--- src/rtl/kbd_pkg.sv ---
// Shared constants and types for the PS/2 set-2 key decoder.
//   KB_PFX_EXT : extended-key prefix byte (E0)
//   KB_PFX_BRK : break (key release) prefix byte (F0)
//   kbd_state_e: byte-handling FSM states (idle / pop / process)
package kbd_pkg;

  localparam logic [7:0] KB_PFX_EXT = 8'hE0;
  localparam logic [7:0] KB_PFX_BRK = 8'hF0;

  typedef enum logic [1:0] {
    StIdle = 2'd0,
    StPop  = 2'd1,
    StProc = 2'd2
  } kbd_state_e;

endpackage

--- src/rtl/scancode_ascii.sv ---
// Combinational ROM: PS/2 set-2 make code -> ASCII.
// Covers uppercase letters, digits 0-9, space and enter; all other codes give 0.
// Ports:
//   i_code  [7:0] : scan code (non-extended)
//   o_ascii [7:0] : ASCII value, or 8'h00 when unmapped
module scancode_ascii (
  input  logic [7:0] i_code,
  output logic [7:0] o_ascii
);

  always_comb begin
    o_ascii = 8'h00;
    case (i_code)
      8'h1C: o_ascii = 8'h41; // A
      8'h32: o_ascii = 8'h42; // B
      8'h21: o_ascii = 8'h43; // C
      8'h23: o_ascii = 8'h44; // D
      8'h24: o_ascii = 8'h45; // E
      8'h2B: o_ascii = 8'h46; // F
      8'h34: o_ascii = 8'h47; // G
      8'h33: o_ascii = 8'h48; // H
      8'h43: o_ascii = 8'h49; // I
      8'h3B: o_ascii = 8'h4A; // J
      8'h42: o_ascii = 8'h4B; // K
      8'h4B: o_ascii = 8'h4C; // L
      8'h3A: o_ascii = 8'h4D; // M
      8'h31: o_ascii = 8'h4E; // N
      8'h44: o_ascii = 8'h4F; // O
      8'h4D: o_ascii = 8'h50; // P
      8'h15: o_ascii = 8'h51; // Q
      8'h2D: o_ascii = 8'h52; // R
      8'h1B: o_ascii = 8'h53; // S
      8'h2C: o_ascii = 8'h54; // T
      8'h3C: o_ascii = 8'h55; // U
      8'h2A: o_ascii = 8'h56; // V
      8'h1D: o_ascii = 8'h57; // W
      8'h22: o_ascii = 8'h58; // X
      8'h35: o_ascii = 8'h59; // Y
      8'h1A: o_ascii = 8'h5A; // Z
      8'h45: o_ascii = 8'h30; // 0
      8'h16: o_ascii = 8'h31; // 1
      8'h1E: o_ascii = 8'h32; // 2
      8'h26: o_ascii = 8'h33; // 3
      8'h25: o_ascii = 8'h34; // 4
      8'h2E: o_ascii = 8'h35; // 5
      8'h36: o_ascii = 8'h36; // 6
      8'h3D: o_ascii = 8'h37; // 7
      8'h3E: o_ascii = 8'h38; // 8
      8'h46: o_ascii = 8'h39; // 9
      8'h29: o_ascii = 8'h20; // space
      8'h5A: o_ascii = 8'h0D; // enter
      default: o_ascii = 8'h00;
    endcase
  end

endmodule

--- src/rtl/kbd_decoder.sv ---
// PS/2 set-2 scan-code decoder sitting behind the ps2_keyboard receive FIFO.
// Pops one byte every three cycles, tracks E0/F0 prefixes and reports key presses.
// Ports:
//   i_clk, i_rst        : clock, synchronous active-high reset
//   i_kb_data [7:0]     : FIFO head byte
//   i_kb_ready          : FIFO non-empty
//   i_kb_overflow       : FIFO overflow flag
//   o_kb_nextdata_n     : active-low FIFO pop strobe (one cycle per byte)
//   o_key_pressed       : a key is currently held
//   o_key_code [7:0]    : scan code of the latest make
//   o_key_ext           : latest make carried an E0 prefix
//   o_key_ascii [7:0]   : ASCII of o_key_code, 0 if unmapped or extended
//   o_key_count [CNT_W] : distinct presses, wrapping
//   o_key_event         : one-cycle pulse per new press
//   o_ovf_err           : sticky FIFO overflow indicator
module kbd_decoder
  import kbd_pkg::*;
#(
  parameter int unsigned CNT_W = 8
) (
  input  logic             i_clk,
  input  logic             i_rst,
  input  logic [7:0]       i_kb_data,
  input  logic             i_kb_ready,
  input  logic             i_kb_overflow,
  output logic             o_kb_nextdata_n,
  output logic             o_key_pressed,
  output logic [7:0]       o_key_code,
  output logic             o_key_ext,
  output logic [7:0]       o_key_ascii,
  output logic [CNT_W-1:0] o_key_count,
  output logic             o_key_event,
  output logic             o_ovf_err
);

  localparam logic [CNT_W-1:0] CntOne = {{(CNT_W-1){1'b0}}, 1'b1};

  kbd_state_e       r_state;
  logic [7:0]       r_byte;
  logic             r_ext_pend;
  logic             r_brk_pend;
  logic             r_key_pressed;
  logic [7:0]       r_key_code;
  logic             r_key_ext;
  logic [CNT_W-1:0] r_key_count;
  logic             r_key_event;
  logic             r_ovf_err;

  kbd_state_e       w_state_nxt;
  logic             w_pop_n;
  logic             w_latch;
  logic             w_proc;
  logic             w_ext_pend_nxt;
  logic             w_brk_pend_nxt;
  logic             w_key_pressed_nxt;
  logic [7:0]       w_key_code_nxt;
  logic             w_key_ext_nxt;
  logic [CNT_W-1:0] w_key_count_nxt;
  logic             w_key_event_nxt;
  logic             w_same_key;
  logic [7:0]       w_ascii_raw;

  // FSM: IDLE waits for a byte, POP strobes the FIFO, PROC classifies and
  // leaves the FIFO a cycle to refresh kb_ready before IDLE samples again.
  always_comb begin
    w_state_nxt = r_state;
    w_pop_n     = 1'b1;
    w_latch     = 1'b0;
    w_proc      = 1'b0;
    unique case (r_state)
      StIdle: begin
        if (i_kb_ready) begin
          w_latch     = 1'b1;
          w_state_nxt = StPop;
        end
      end
      StPop: begin
        w_pop_n     = 1'b0;
        w_state_nxt = StProc;
      end
      StProc: begin
        w_proc      = 1'b1;
        w_state_nxt = StIdle;
      end
      default: w_state_nxt = StIdle;
    endcase
  end

  // Byte matches the held key including its extended flag.
  assign w_same_key = r_key_pressed && (r_byte == r_key_code) && (r_ext_pend == r_key_ext);

  always_comb begin
    w_ext_pend_nxt    = r_ext_pend;
    w_brk_pend_nxt    = r_brk_pend;
    w_key_pressed_nxt = r_key_pressed;
    w_key_code_nxt    = r_key_code;
    w_key_ext_nxt     = r_key_ext;
    w_key_count_nxt   = r_key_count;
    w_key_event_nxt   = 1'b0;
    if (w_proc) begin
      if (r_byte == KB_PFX_EXT) begin
        w_ext_pend_nxt = 1'b1;
      end else if (r_byte == KB_PFX_BRK) begin
        w_brk_pend_nxt = 1'b1;
      end else begin
        if (r_brk_pend) begin
          // Break of anything but the held key is ignored.
          if (w_same_key) begin
            w_key_pressed_nxt = 1'b0;
          end
        end else if (!w_same_key) begin
          // Typematic repeats of the held key fall through without effect.
          w_key_code_nxt    = r_byte;
          w_key_ext_nxt     = r_ext_pend;
          w_key_pressed_nxt = 1'b1;
          w_key_count_nxt   = r_key_count + CntOne;
          w_key_event_nxt   = 1'b1;
        end
        w_ext_pend_nxt = 1'b0;
        w_brk_pend_nxt = 1'b0;
      end
    end
  end

  always_ff @(posedge i_clk) begin
    if (i_rst) begin
      r_state       <= StIdle;
      r_byte        <= 8'h00;
      r_ext_pend    <= 1'b0;
      r_brk_pend    <= 1'b0;
      r_key_pressed <= 1'b0;
      r_key_code    <= 8'h00;
      r_key_ext     <= 1'b0;
      r_key_count   <= '0;
      r_key_event   <= 1'b0;
      r_ovf_err     <= 1'b0;
    end else begin
      r_state       <= w_state_nxt;
      if (w_latch) begin
        r_byte <= i_kb_data;
      end
      r_ext_pend    <= w_ext_pend_nxt;
      r_brk_pend    <= w_brk_pend_nxt;
      r_key_pressed <= w_key_pressed_nxt;
      r_key_code    <= w_key_code_nxt;
      r_key_ext     <= w_key_ext_nxt;
      r_key_count   <= w_key_count_nxt;
      r_key_event   <= w_key_event_nxt;
      r_ovf_err     <= r_ovf_err | i_kb_overflow;
    end
  end

  scancode_ascii u_scancode_ascii (
    .i_code  (r_key_code),
    .o_ascii (w_ascii_raw)
  );

  assign o_kb_nextdata_n = w_pop_n;
  assign o_key_pressed   = r_key_pressed;
  assign o_key_code      = r_key_code;
  assign o_key_ext       = r_key_ext;
  assign o_key_ascii     = r_key_ext ? 8'h00 : w_ascii_raw;
  assign o_key_count     = r_key_count;
  assign o_key_event     = r_key_event;
  assign o_ovf_err       = r_ovf_err;

endmodule

--- config.mk ---
export PLATFORM = sky130hd
export DESIGN_NAME = kbd_decoder
export DESIGN_NICKNAME = d
export VERILOG_FILES = /design/src/rtl/kbd_pkg.sv /design/src/rtl/scancode_ascii.sv /design/src/rtl/kbd_decoder.sv
export SDC_FILE = /design/constraint.sdc
export NUM_CORES = 1
export LEC_CHECK = 0
export BUFFER_PORTS_ARGS = -buffer_cell sky130_fd_sc_hd__buf_2
export CAP_MARGIN = 20
export CORE_MARGIN = 2
export CORE_UTILIZATION = 53
export CTS_BUF_LIST = sky130_fd_sc_hd__clkbuf_2 sky130_fd_sc_hd__clkbuf_4 sky130_fd_sc_hd__clkbuf_8
export CTS_CLUSTER_SIZE = 24
export DETAILED_ROUTE_END_ITERATION = 16
export PLACE_DENSITY = 0.8
export SETUP_SLACK_MARGIN = 0.5
export SYNTH_ARGS = -nofsm -noshare
export SYNTH_HDL_FRONTEND = slang
export SYNTH_SLANG_ARGS = --single-unit
--- constraint.sdc ---
create_clock -name i_clk -period 3.1 [get_ports i_clk]
set_clock_uncertainty 0.15 [all_clocks]
set_input_delay 0.62 -clock i_clk [delete_from_list [all_inputs] [get_ports i_clk]]
set_output_delay 0.62 -clock i_clk [all_outputs]
set_load 0.01 [all_outputs]
==> out/results.ini, run 1 <==
[sta]
hold_violations=0
rsz0062_at_grt=true
maxSlewViolCount=0
setup_tns_ps=0
finalCritPeriodShare_pct=92.7
setup_viol_count_final=0
relSlewSlack_pct=53.7
final.min_clock_period_ps=2870
fmaxAchievable_mhz=348
whs_ps=344
tightest_slew_ps=693

[grt]
globalRoute.totalOverflow=0
grt_pass1_wl_um=13900
track_usage_pct=33.4
largest_net_degree_at_the_start_of_global_routing=25
grt_pass1_vias=2737
number_of_antenna_violations_at_the_first_check_in_global_routing=0

[clocking]
clock_tree.buffer_depth=2
clock-root-buffer=clkbuf_8
clock_tree_from_tritoncts=built
clock_network_latency_to_the_later_pin_of_the_worst_skew_pair_ps=310
clkSlewWorstSetupHoldPaths_ps=90
cts_buffers=5
cts.sink_count=39
cts_max_level=2

[critical_path]
path_buf_inv=4
critical_path.slowest_cell=mux2i_1
worst_setup_path_start_kind=register
path_common_cell=buf_4
cp-startpoint=r_byte[7]
family_with_the_most_delay_on_the_worst_path=compound AO/OA/AOI/OAI gates
worst-path-max-fanout=10
worst-setup-path-type=reg2reg
cp-end-kind=register
reg2reg_depth=11
critPathMaxStageDelay_ps=380
rrSetupSlack_ps=230
worst_ep_required_time_ps=3210
worst_ep_arrival_time_ps=2990
worstPathCellList=nor4bb_4, a311oi_4, buf_4, buf_6, o31a_1, buf_4, buf_4, mux2i_1, o31ai_2, o32ai_1, nand3b_1
rr_startpoint=r_byte[7]

[drt]
post_drt_wl_per_cell_um=19.8
detail_route.vias_per_cell=6.52
dr.pass1.iters=6
initialDrtViolationCount=574
final_antenna_net_count=0
post_route_drc_violation_count=0
route.vias.total=3156
wl_um=9560

[min_path]
hold_path_depth=2
worst_hold_startpoint=o_ovf_err
timing.hold.worst_endpoint=o_ovf_err
hp-class=reg2reg

[placement]
finalWeightedCongestion=1.01
port-buffer-count=39
detailed_place_hpwl_um=5710

[yosys]
synth_largest_area_cell=dfxtp_1
synth_adder_area_share_pct=3.29
synth.area.top_cells=dfxtp_1 29%, mux2i_1 6.8%, nor2_1 6.3%
simple_gate_area_share_of_the_yosys_netlist_pct=25.4
dominant_combinational_cell_family_by_area_after_synthesis=simple AND/OR/NAND/NOR gates
avgSynthCellArea_um2=7.83
synth.net_count=359
top_cell_type_s_share_of_synthesized_area_pct=29.3
synthMuxAreaShare_pct=9.45
synth_enable_flop_cells=0
yosys_warnings=0
ys_seq_elements=39
distinct_cell_type_count_after_synthesis=64
async_sr_flop_fraction_pct=0
post_synth_xor_area_fraction_pct=5.26
synth_compound_gate_area_share_pct=20.3
seq_area_frac_synth_pct=29.3
top_ff_cell_synth=dfxtp_1
syn_area_um2=2660
postSynthCellCount=340

[floorplanning]
core_region_area_um2=4790
die_x_um=74.9
ports=41
die_height_um=74.9
placement_rows=25
initial_core_util_pct=55.6
design.die.area_um2=5610

[run_status]
outcome=complete, no violations

[layout]
final_nets=435
num_antenna_cells=0
drive_gt1_share_pct=40.0
multiInputGateArea_um2=1900
seq_area_um2=821
layout.cells.most_common=buf_4
syn2layout_area_growth_pct=35.3
n_fill_cell=321
layout_common_cells=54 x buf_4, 39 x buf_2, 36 x nor2_1

[power]
ir_worst_vdd_mv=0.281
static-leakage-power_nw=1.46
power_per_cell_area_nw_per_um2=314

[flow_run]
max_cap_viol_count=0

==> tightest hold or removal path, stage by stage, from the launching register on <==
cell	delay, ps
dfxtp_1	340
nor2_1	50
nor2_1	70
==> where the power goes <==
part	leakage [nW]	internal, mW	switching, mW
clock network	0.0474	0.182	0.214
registers	0.326	0.513	0.0205
logic	1.09	0.0892	0.112
==> through the flow <==
stage	util [%]	instances	area, um^2	power, mW	worst slack [ps]
2_1_floorplan	-	340	2790	0.659	303
4_1_cts	72.3	477	3460	1.11	388
3_5_place_dp	63.8	443	3060	0.697	167
6_report	75.3	484	3600	1.13	226
5_1_grt	75.3	484	3600	1.17	105
3_3_place_gp	63.8	443	3060	0.695	230
==> layer usage <==
layer  wire length (um)  vias up  GRT usage (%)
met5                  0        -              0
met4                661        0           16.7
met3               1190       87           6.96
met2               4110      287           51.9
met1               3600     1420           44.0
li1                   -     1362              -
==> cells by family (layout without fill, tap and decap cells) <==
family	Yosys count	count (layout)
mux	23	23
flops	39	39
compound gates	74	74
xor+xnor	16	16
fa+ha+maj	7	7
simple gates	139	139
buf+inv	41	118
other cells	1	1
==> timing repair <==
item / 4_1_cts / 5_1_grt
gates resized for setup: 38 / 28
setup endpoints to repair: 7 / 7
pin swaps: 17 / 15
hold buffers: 0 / 0
buffers inserted: 26 / 7
endpoints found under the hold margin: 0 / 0
==> how the worst max path moves through the flow <==
stage,to,cells past startpoint
floorplan,register,11
global placement,register,12
detailed placement,register,10
CTS,register,10
global route,register,11
finish,register,11
==> synth_stat cells, types with 3 or more instances <==
cell type / number
o32ai_1: 3
a21oi_1: 12
nor3b_1: 7
mux2i_1: 18
o211ai_1: 3
dfxtp_1: 39
xor2_1: 3
inv_2: 3
a31oi_1: 6
nand2b_1: 4
ha_1: 7
nand4_1: 4
xnor2_1: 13
buf_2: 8
nor3_1: 8
nand2_1: 32
inv_1: 11
clkbuf_1: 12
and2_1: 7
buf_1: 3
nor2_1: 45
nand3_1: 14
or2_1: 3
nor2b_1: 6
o21ai_0: 16
a211oi_1: 3
==> area by class of cell <==
cell class / instances / share of cell area [%]
Multi-Input combinational cell: 260 / 52.7
Sequential cell: 39 / 22.8
Tap cell: 67 / 2.33
Inverter: 15 / 2.12
Timing Repair Buffer: 95 / 17.3
Clock inverter: 2 / 0.451
Clock buffer: 6 / 2.29
Note: power is estimated with default switching activity, not from simulation.
==> run 2, diff against run 1 <==
--- a/config.mk
+++ b/config.mk
@@ -5,15 +5,16 @@
 export SDC_FILE = /design/constraint.sdc
 export NUM_CORES = 1
 export LEC_CHECK = 0
+export ABC_AREA = 1
 export BUFFER_PORTS_ARGS = -buffer_cell sky130_fd_sc_hd__buf_2
 export CAP_MARGIN = 20
 export CORE_MARGIN = 2
-export CORE_UTILIZATION = 53
+export CORE_UTILIZATION = 52
 export CTS_BUF_LIST = sky130_fd_sc_hd__clkbuf_2 sky130_fd_sc_hd__clkbuf_4 sky130_fd_sc_hd__clkbuf_8
 export CTS_CLUSTER_SIZE = 24
 export DETAILED_ROUTE_END_ITERATION = 16
 export PLACE_DENSITY = 0.8
-export SETUP_SLACK_MARGIN = 0.5
+export SETUP_SLACK_MARGIN = 0.05
 export SYNTH_ARGS = -nofsm -noshare
 export SYNTH_HDL_FRONTEND = slang
 export SYNTH_SLANG_ARGS = --single-unit
==> run 2 against run 1 <==
- non-clock buffer count decreased by 54
- sequential power increased by 1%
- worst setup slack improved by 110 ps
- clock-buffer cell count unchanged
- cell area decreased by 24%
- sequential share of layout area increased by 5.9 points
- fmax increased by 3.9%
- combinational power decreased by 8%
- global-route usage decreased by 10 points
- die area decreased by 7.9%
- largest cell class unchanged
==> out/results.ini, run 2 <==
[run_status]
outcome=complete, no violations

[yosys]
avgSynthCellArea_um2=6.22
syn_area_um2=2390
top_ff_cell_synth=dfxtp_1
yosysMostFrequentCell=nand2_1
distinct_cell_type_count_after_synthesis=29
synth_enable_flop_cells=0
yosys_warnings=0
synth_largest_area_cell=dfxtp_1
postSynthCellCount=385
async_sr_flop_fraction_pct=0
netlist_top_cells_count=114 x nand2_1, 51 x nor2_1, 49 x inv_1
synth.area.top_cells=dfxtp_1 33%, nand2_1 18%, nor2_1 8.0%
synth.net_count=404
seq_area_frac_synth_pct=32.6
ys_seq_elements=39
top_cell_type_s_share_of_synthesized_area_pct=32.6

[drt]
post_drt_wl_per_cell_um=12.0
dr.pass1.iters=5
wl_um=5710
initialDrtViolationCount=179
final_antenna_net_count=0
detail_route.vias_per_cell=5.14
route.vias.total=2434
post_route_drc_violation_count=0

[critical_path]
worstPathCellList=inv_1, nand2_1, nor2_2, nand2_2, nand3_2, nor2_4, nand2_8, nand2_1, nand2_1, nor2_4, inv_1, ha_1, nand3_1, and2_1, nor2_1, inv_1, nand2_1, nand2_1, nand2_1
critPathMaxStageDelay_ps=340
family_with_the_most_delay_on_the_worst_path=simple AND/OR/NAND/NOR gates
worst-path-max-fanout=19
worst_ep_arrival_time_ps=2860
worst-setup-path-type=reg2reg
worst_ep_required_time_ps=3190
path_buf_inv=3
worst_setup_path_start_kind=register
cp-end-kind=register
rr_startpoint=r_byte[1]
critical_path.slowest_cell=dfxtp_1
reg2reg_depth=19
path_common_cell=nand2_1
rrSetupSlack_ps=330

[grt]
largest_net_degree_at_the_start_of_global_routing=20
grt_pass1_wl_um=9640
track_usage_pct=23.2
grt_pass1_vias=2216
globalRoute.totalOverflow=0
number_of_antenna_violations_at_the_first_check_in_global_routing=0

[placement]
finalWeightedCongestion=0.882
detailed_place_hpwl_um=4230
placed_area_um2=2600
dp.cells=467
port-buffer-count=39
dp_slack_ps=260

[min_path]
worst_hold_startpoint=o_key_count[7]
hold_path_depth=2
timing.hold.worst_endpoint=o_key_count[7]
hp-class=reg2reg

[layout]
n_fill_cell=426
seq_area_um2=781
final_area_um2=2730
layout.cells.most_common=nand2_1
num_antenna_cells=0
drive_gt1_share_pct=17.5
layout_common_cells=114 x nand2_1, 49 x inv_1, 49 x nor2_1
multiInputGateArea_um2=1360
syn2layout_area_growth_pct=13.9
final_nets=441
final_cell_count_no_fill=474

[clocking]
cts_max_level=2
clock_tree.buffer_depth=2
clkSlewWorstSetupHoldPaths_ps=70
clock-root-buffer=clkbuf_8
cts.sink_count=39
post-cts-setup-buffer-count=0
clock_network_latency_to_the_later_pin_of_the_worst_skew_pair_ps=290
clock_tree_from_tritoncts=built
cts_buffers=5

[sta]
finalCritPeriodShare_pct=89.3
tightest_slew_ps=509
maxSlewViolCount=0
relSlewSlack_pct=66.0
setup_viol_count_final=0
hold_violations=0
fmaxAchievable_mhz=361
setup_slack_ps=333
rsz0062_at_grt=false
setup_tns_ps=0
final.min_clock_period_ps=2770

[flow_run]
max_cap_viol_count=0

[floorplanning]
die_height_um=71.8
placement_rows=24
initial_core_util_pct=54.6
ports=41
core_region_area_um2=4380
design.die.area_um2=5160
die_x_um=71.8

[power]
power_per_cell_area_nw_per_um2=420
static-leakage-power_nw=1.38
total_power_mw=1.15
ir_worst_vdd_mv=0.273

==> run 2: cell count changes after synthesis, moves of 6 or more <==
cell     change
o21ai_0     +11
mux2i_1     -18
and2_1       -6
inv_1       +38
nor2b_1      -6
nor3b_1      -6
nor2_1       +6
nand3_1     +20
buf_2        -8
a31oi_1      -6
nand2_1     +82
xnor2_1     -11
a21oi_1      +7
==> run 2: metrics by stage <==
| stage | util, % | hold WS (ps) |
|---|---|---|
| floorplan | - | 320 |
| global placement | 59.3 | 292 |
| detailed placement | 59.3 | 304 |
| CTS | 61.8 | 318 |
| global route | 62.2 | 350 |
| finish | 62.2 | 313 |
==> run 2: timing repair <==
action | in CTS | in global routing
hold buffers | 0 | 0
setup endpoints to repair | 0 | 7
resized for setup | 0 | 4
==> run 2: logic make-up after synthesis <==
kind of cell             count (synthesis)  synth area share, %
adder cells (fa/ha/maj)                  7                 3.66
AO/OA/AOI/OAI                           50                 11.1
AND/OR/NAND/NOR                        222                 40.6
other                                    1                0.157
XOR/XNOR                                 2                0.732
flip-flops                              39                 32.6
buffers and inverters                   64                 11.2
==> run 2: metal layers <==
layer	part of all wire (%)	wire length (um)	vias up	GRT usage (%)
met4	1.1	61	0	8.81
met2	45	2590	78	36.8
met5	0	0	-	0
met3	5.9	337	6	4.64
met1	48	2720	1077	31.2
li1	-	-	1273	-
==> run 2: how the worst max path moves through the flow <==
stage | start | endpoint | depth (start not counted)
2_1_floorplan | o_key_code[2] | register | 20
3_3_place_gp | r_byte[3] | register | 20
3_5_place_dp | r_byte[3] | register | 20
4_1_cts | r_byte[3] | register | 20
5_1_grt | r_byte[1] | register | 20
6_report | r_byte[1] | register | 19
==> run 2: report_power, final <==
part	total (mW)	leakage [nW]	internal (mW)	switching (mW)
Clock	0.422	0.0547	0.245	0.177
Sequential	0.539	0.318	0.522	0.0171
Combinational	0.185	1.01	0.0621	0.123
==> run 2: cell type report <==
cell class	count	area share [%]
clock buffer	6	2.80
clock inverter	1	1.10
inverter	53	7.34
multi-input combinational	282	50.0
sequential	39	28.6
tap	52	2.39
timing repair buffer	41	7.71
==> run 2: tightest hold or removal path: cells and delay by family, from the launching register on <==
family,cells,cell delay [ps]
buffers and inverters,1,60
DFF,1,310
AOI/OAI and AO/OA,1,50
==> run 3, diff against run 2 <==
--- a/config.mk
+++ b/config.mk
@@ -10,7 +10,7 @@
 export CAP_MARGIN = 20
 export CORE_MARGIN = 2
 export CORE_UTILIZATION = 52
-export CTS_BUF_LIST = sky130_fd_sc_hd__clkbuf_2 sky130_fd_sc_hd__clkbuf_4 sky130_fd_sc_hd__clkbuf_8
+export CTS_BUF_LIST = sky130_fd_sc_hd__clkbuf_2
 export CTS_CLUSTER_SIZE = 24
 export DETAILED_ROUTE_END_ITERATION = 16
 export PLACE_DENSITY = 0.8
==> run 3 against run 2 <==
- combinational power about the same
- wire length about the same
- via count increased by 0.53%
- die area unchanged
- critical path depth increased by 1
- first-iteration DRC count decreased by 11%
- cell area decreased by 1.4%
- final cell count unchanged
- hold slack got worse by 47 ps
- register-to-register slack about the same
==> out/results.ini, run 3 (synthesis gave the netlist of run 2 again) <==
[run_status]
outcome=complete, no violations

[sta]
hold_violations=0
fmaxAchievable_mhz=361
finalCritPeriodShare_pct=89.4
final.min_clock_period_ps=2770
relSlewSlack_pct=65.6
setup_viol_count_final=0
maxSlewViolCount=0
tightest_slew_ps=514
rsz0062_at_grt=true
setup_tns_ps=0

[power]
total_power_mw=1.03
ir_worst_vdd_mv=0.252
power_per_cell_area_nw_per_um2=385
static-leakage-power_nw=1.37

[min_path]
timing.hold.worst_endpoint=o_ovf_err
hold_path_depth=3
hp-class=in2reg
worst_hold_startpoint=i_kb_overflow

[grt]
globalRoute.totalOverflow=0
track_usage_pct=23.3
grt_pass1_wl_um=9670
number_of_antenna_violations_at_the_first_check_in_global_routing=0
largest_net_degree_at_the_start_of_global_routing=20
grt_pass1_vias=2217

[drt]
detail_route.vias_per_cell=5.16
wl_um=5710
initialDrtViolationCount=159
final_antenna_net_count=0
post_drt_wl_per_cell_um=12.0
post_route_drc_violation_count=0
dr.pass1.iters=5
route.vias.total=2447

[critical_path]
worst_ep_arrival_time_ps=2940
worst-path-max-fanout=19
rr_startpoint=o_key_code[0]
worst_setup_path_start_kind=register
rrSetupSlack_ps=330
reg2reg_depth=20
cp-end-kind=register
worst_ep_required_time_ps=3270
worst-setup-path-type=reg2reg

[clocking]
clock_tree_from_tritoncts=built
cts_buffers=5
clkSlewWorstSetupHoldPaths_ps=210
cts_max_level=2
cts.sink_count=39
clock-root-buffer=clkbuf_2
clock_tree.buffer_depth=2
holdBufCountCts=0
clock_network_latency_to_the_later_pin_of_the_worst_skew_pair_ps=410

[floorplanning]
placement_rows=24
ports=41
core_region_area_um2=4380
die_x_um=71.8
design.die.area_um2=5160
initial_core_util_pct=54.6
die_height_um=71.8

[layout]
drive_gt1_share_pct=18.7
num_antenna_cells=0
final_cell_count_no_fill=474
syn2layout_area_growth_pct=12.3
n_fill_cell=434
layout_common_cells=114 x nand2_1, 49 x inv_1, 48 x nor2_1
layout.cells.most_common=nand2_1
final_nets=441
final_core_utilization_pct=61.3

[placement]
port-buffer-count=39
dp.cells=467
finalWeightedCongestion=0.882
detailed_place_hpwl_um=4230

[flow_run]
max_cap_viol_count=0

-- run 3: cell counts in the layout (fill, tap and decap cells not counted) --
Identical to the previous run, type by type.
-- run 3: per-layer routing --
layer / global-route usage [%] / vias to the layer above / routed length (um)
li1: - / 1272 / -
met3: 5.20 / 7 / 372
met4: 9.01 / 0 / 61
met5: 0 / - / 0
met2: 36.7 / 88 / 2570
met1: 31.1 / 1080 / 2700
-- run 3: worst max-delay path by stage --
stage,start,to,slack [ps],cells past startpoint
6_report,o_key_code[0],register,330,20
5_1_grt,r_byte[1],register,20,20
4_1_cts,r_byte[3],register,200,20
2_1_floorplan,o_key_code[2],register,610,20
3_5_place_dp,r_byte[3],register,260,20
3_3_place_gp,r_byte[3],register,390,20
-- run 3: report_power, final --
group          internal, mW  total, mW  switching [mW]
registers             0.524      0.541          0.0171
logic                0.0623      0.185           0.122
clock network         0.136      0.308           0.172
-- run 3: critical path: stages (launching register included) --
cell and delay, ps:
dfxtp_1 420, inv_1 80, nand2_1 70, nand2_1 60
nor2_2 130, nand2_1 70, nor2_2 90, nand2_2 130
nand2_8 150, nand2_1 60, nand2_1 140, nor2_4 60
ha_1 220, nand3_1 190, nor2_1 110, nor2_1 190
nand3_1 100, nand3_1 90, nand2_1 50, nand2_1 50
nand2_1 50
-- run 3: layout make-up --
| type | instances | area [um^2] | share of cell area, % |
|---|---|---|---|
| Clock inverter | 1 | 30.0 | 1.12 |
| Multi-Input combinational cell | 282 | 1370 | 50.8 |
| Timing Repair Buffer | 41 | 210 | 7.82 |
| Sequential cell | 39 | 786 | 29.2 |
| Clock buffer | 6 | 30.0 | 1.12 |
| Tap cell | 52 | 65.1 | 2.42 |
| Inverter | 53 | 200 | 7.45 |
-- run 3: per-stage QoR --
stage          setup WS (ps)  hold slack [ps]  cell area, um^2
2_1_floorplan            610              320             2390
3_3_place_gp             395              292             2600
3_5_place_dp             260              304             2600
4_1_cts                  204              239             2660
5_1_grt                 16.1              259             2690
6_report                 329              266             2690
-- run 3: timing repair --
| action | in CTS | in global routing |
|---|---|---|
| resized for setup | 0 | 9 |
| setup endpoints to repair | 0 | 7 |
| setup buffers | 0 | 0 |
